$ cat src/rtl/divider_cfg_ctrl_pkg.sv
// rtl/divider_cfg_ctrl_pkg.sv - shared width default and state encoding for the divider sequencer
package divider_cfg_ctrl_pkg;

  localparam int SIZE_DEFAULT = 4;

  typedef enum logic [2:0] {
    ST_INIT     = 3'd0,
    ST_IDLE     = 3'd1,
    ST_WAIT_LOW = 3'd2,
    ST_DISABLE  = 3'd3,
    ST_RESET    = 3'd4,
    ST_RESTART  = 3'd5
  } state_t;

endpackage

$ cat src/rtl/divider_cfg_ctrl.sv
// rtl/divider_cfg_ctrl.sv - sequences disable/reset/reload/restart of the N-divider on a divisor change
module divider_cfg_ctrl
  import divider_cfg_ctrl_pkg::*;
#(
  parameter int SIZE       = SIZE_DEFAULT,
  parameter int DEFAULT_N  = 1,
  parameter int RST_CYCLES = 2,
  parameter int WAIT_MAX   = 16
) (
  input  logic            ref_clk,
  input  logic            reset,
  input  logic            cfg_valid,
  input  logic [SIZE-1:0] cfg_N,
  output logic            cfg_ready,
  output logic            cfg_err,
  input  logic            run,
  input  logic            div_clk,
  output logic [SIZE-1:0] div_N,
  output logic            div_enable,
  output logic            div_reset,
  output logic            busy,
  output logic            update_done
);

  localparam int WW = $clog2(WAIT_MAX) + 1;
  localparam int RW = $clog2(RST_CYCLES) + 1;
  localparam logic [WW-1:0]   WAIT_LAST = WW'(WAIT_MAX - 1);
  localparam logic [RW-1:0]   RST_LAST  = RW'(RST_CYCLES - 1);
  localparam logic [SIZE-1:0] N_RESET   = SIZE'(DEFAULT_N);

  state_t          state;
  state_t          next_state;
  logic [WW-1:0]   wait_cnt;
  logic [RW-1:0]   rst_cnt;
  logic [SIZE-1:0] pend_n;
  logic            take_cfg;
  logic            cfg_zero;

  // cfg_ready is registered to be high exactly while state is IDLE
  assign take_cfg = (state == ST_IDLE) && cfg_valid;
  assign cfg_zero = (cfg_N == '0);

  always_comb begin
    next_state = state;
    case (state)
      ST_INIT:     if (rst_cnt == RST_LAST) next_state = ST_IDLE;
      ST_IDLE:     if (take_cfg && !cfg_zero) next_state = ST_WAIT_LOW;
      ST_WAIT_LOW: if (!div_clk || (wait_cnt == WAIT_LAST)) next_state = ST_DISABLE;
      ST_DISABLE:  next_state = ST_RESET;
      ST_RESET:    if (rst_cnt == RST_LAST) next_state = ST_RESTART;
      ST_RESTART:  next_state = ST_IDLE;
      default:     next_state = ST_INIT;
    endcase
  end

  // Outputs decode next_state so they line up with the state they describe
  always_ff @(posedge ref_clk or negedge reset) begin
    if (!reset) begin
      state       <= ST_INIT;
      wait_cnt    <= '0;
      rst_cnt     <= '0;
      pend_n      <= N_RESET;
      div_N       <= N_RESET;
      div_reset   <= 1'b1;
      div_enable  <= 1'b0;
      cfg_ready   <= 1'b0;
      cfg_err     <= 1'b0;
      update_done <= 1'b0;
      busy        <= 1'b1;
    end else begin
      state <= next_state;

      if ((state == ST_WAIT_LOW) && (next_state == ST_WAIT_LOW))
        wait_cnt <= wait_cnt + 1'b1;
      else
        wait_cnt <= '0;

      if ((next_state == state) && ((state == ST_INIT) || (state == ST_RESET)))
        rst_cnt <= rst_cnt + 1'b1;
      else
        rst_cnt <= '0;

      if (take_cfg && !cfg_zero)
        pend_n <= cfg_N;
      if ((state != ST_RESET) && (next_state == ST_RESET))
        div_N <= pend_n;

      div_reset   <= (next_state == ST_INIT) || (next_state == ST_RESET);
      div_enable  <= ((next_state == ST_IDLE) || (next_state == ST_WAIT_LOW)) && run;
      cfg_ready   <= (next_state == ST_IDLE);
      busy        <= (next_state != ST_IDLE);
      update_done <= (next_state == ST_RESTART);
      cfg_err     <= take_cfg && cfg_zero;
    end
  end

endmodule

$ cat config.mk
export PLATFORM = sky130hd
export DESIGN_NAME = divider_cfg_ctrl
export DESIGN_NICKNAME = d
export VERILOG_FILES = /design/src/rtl/divider_cfg_ctrl_pkg.sv /design/src/rtl/divider_cfg_ctrl.sv
export SDC_FILE = /design/constraint.sdc
export NUM_CORES = 1
export LEC_CHECK = 0
export BUFFER_PORTS_ARGS = -buffer_cell sky130_fd_sc_hd__buf_2
export CORE_MARGIN = 1.5
export CORE_UTILIZATION = 55
export CTS_BUF_LIST = sky130_fd_sc_hd__clkbuf_8
export DETAILED_ROUTE_END_ITERATION = 7
export MAX_ROUTING_LAYER = met4
export PLACE_DENSITY = 0.82
export RECOVER_POWER = 25
export SKIP_CTS_REPAIR_TIMING = 1
export SYNTH_ARGS = -nofsm -noshare
export SYNTH_HDL_FRONTEND = slang
export SYNTH_SLANG_ARGS = --single-unit
$ cat constraint.sdc
create_clock -name ref_clk -period 2.3 [get_ports ref_clk]
set_clock_uncertainty 0.05 [all_clocks]
set_input_delay 0.69 -clock ref_clk [delete_from_list [all_inputs] [get_ports ref_clk]]
set_output_delay 0.69 -clock ref_clk [all_outputs]
set_load 0.1 [all_outputs]
==> flow_summary.toml <==
[run_status]
outcome = "finished, final reports clean"

[synth]
synth_area_leaders = "dfrtp_1 (51%), dfstp_2 (11%), mux2_2 (4.6%)"
synth-edff-count = 0
yosys.area.top_type = "dfrtp_1"
avgSynthCellArea_um2 = 13.1
ys_seq_elements = 24
ys_seq_area_share_pct = 61.7
synthDistinctLibCells = 29
postSynthCellCount = 75
syn-num-nets = 87
synthFlopType = "dfrtp_1"
async_flop_share_pct = 100
syn_area_um2 = 981
ys_warn_count = 0
synth_top_cell_area_share_pct = 51.0

[cts]
htreeDepth = 1
cts_root_buf = "clkbuf_8"
cts.sink_count = 24
path_clk_slew_ns = 0.08
numCtsBuffers = 3
clock_latency_ns = 0.27
cts_tree = "built"
cts.path.max_buffers = 2

[place]
gp_congestion = 0.819
io_buffers = 18
dp_hpwl_um = 1040

[setup_path]
cp_top_family = "flip-flops"
arrival_ns = 1.21
crit_path_max_incr_delay_ns = 0.53
required_ns = 1.56
crit_type = "reg -> out"
crit_path_cell_trace = "buf_2"
critPathCaptureType = "primary output"
worst_setup_path_start_kind = "flip-flop"
critPathMaxFanout = 2
critical_path_buf_inv_count = 1
cp_slowest_cell = "dfstp_2"

[routing]
wl_per_cell_um = 12.1
drt-initial-drc-count = 10
vias = 599
totalWireLength_um = 1460
ant_nets = 0
first_pass_iters = 4
viasPerCell = 4.99
drcViolationCount = 0

[finish]
n_fill_cell = 125
seq_area_um2 = 606
fin_nets = 108
drive_gt1_share_pct = 37.9
syn2layout_area_growth_pct = 15.6
multi_input_area_um2 = 342
n_antenna_cell = 0

[global_routing]
grt_use_total_pct = 18.6
overflow = 0
grt_first_pass_wirelength_um = 2460
grt_start_max_net_pins = 25
antenna_found_initial = 0
grt_pass1_vias = 554

[floorplan]
die_area_um2 = 2050
rows = 15
start_util_pct = 57.4
die_y_um = 45.2
die_w_um = 45.2
ios = 19
core_um2 = 1710

[sta]
final-setup-viol-count = 0
rsz0062_at_grt = "false"
slew_headroom_pct = 20.1
min_period_ns = 1.95
fmax_mhz = 512
holdWs_ns = 0.385
tns_ns = 0
timing.final.crit_share_pct = 84.9
tightest_slew_ns = 1.20
slew_violations = 0
hold_viol_final = 0

[min_path]
min_path_type = "reg -> reg"

[job]
maxCapViolations = 0
[logic make-up after synthesis]
kind of cell	after synthesis	synth area share, %
muxes	4	4.59
DFF	24	61.7
and+or+nand+nor	28	16.5
buffers and inverters	5	3.44
adders and majority gates	3	3.83
xor gates and xnor gates	2	1.79
AOI/OAI and AO/OA	9	8.16
[flip-flops by register name, indices dropped and copies added, names as in the netlist]
signal       cells
div_N            4
wait_cnt         5
busy             1
div_enable       1
div_reset        1
pend_n           4
cfg_ready        1
rst_cnt          2
cfg_err          1
update_done      1
state            3
[routing by layer]
| metal | vias up | wire length [µm] | global-route usage (%) |
|---|---|---|---|
| li1 | 297 | - | - |
| met5 | - | 0 | - |
| met1 | 278 | 652 | 23.1 |
| met4 | 0 | 42 | 12.9 |
| met2 | 19 | 681 | 24.9 |
| met3 | 5 | 79 | 6.80 |
[stage by stage]
stage	setup WS (ns)	util (%)	cells	instance area (µm²)
finish	0.347	66.4	120	1130
global route	0.319	66.4	120	1130
CTS	0.334	66.4	120	1130
detailed placement	0.388	63.2	116	1080
global placement	0.416	63.2	116	1080
floorplan	0.541	-	75	981
[synthesized netlist by cell type (2+ instances only)]
library cell and number:
ha_1 3, dfrtp_1 20, mux2_2 4, nor4_1 2, nor2_1 8, a22o_1 3
and2b_2 2, buf_6 2, nand2_1 5, inv_1 3, nand3_1 2, dfstp_2 4
[worst reg2reg max path, stage by stage, from the launching register on]
cell      delay, ns
dfrtp_1        0.40
ha_1           0.23
and3_1         0.19
ha_1           0.16
and2b_1        0.23
nand3_1        0.21
a21boi_0       0.22
[final timing paths]
kind / startpoint / endpoint / slack, ns / depth (start not counted)
setup reg to reg: wait_cnt[0] / div_enable / 0.54 / 6
hold / removal: rst_cnt[0] / rst_cnt[0] / 0.38 / 1
hold reg to reg: rst_cnt[0] / rst_cnt[0] / 0.38 / 1
max in group asynchronous: reset / wait_cnt[2] / 0.89 / 1
min in group asynchronous: reset / cfg_err / 0.60 / 1
setup / recovery: div_N[0] / div_N[0] / 0.35 / 1
[layout make-up]
cell class / count / share of cell area [%]
inverter: 3 / 0.993
clock buffer: 4 / 4.86
multi-input combinational: 46 / 30.1
timing repair buffer: 18 / 7.84
tap: 25 / 2.76
sequential: 24 / 53.4
[cell usage in the layout, fill, tap and decap left out, drive strengths merged]
master	netlist	final
inv	3	3
a21boi	1	1
nor3	1	1
a22o	4	4
nand2b	1	1
and3	2	2
buf	2	17
o21ai	1	1
xor2	1	1
clkbuf	0	5
dfstp	4	4
nor2	8	8
xnor2	1	1
nor4	2	2
ha	3	3
or4	1	1
and2b	3	3
o21a	1	1
nand3	2	2
mux2	4	4
o32ai	1	1
o21bai	1	1
and4bb	1	1
or2	1	1
dfrtp	20	20
nand2	5	5
nor2b	1	1
Power is not shown: default switching activity piles up to over one toggle a cycle in this logic, so the estimate is an artifact.
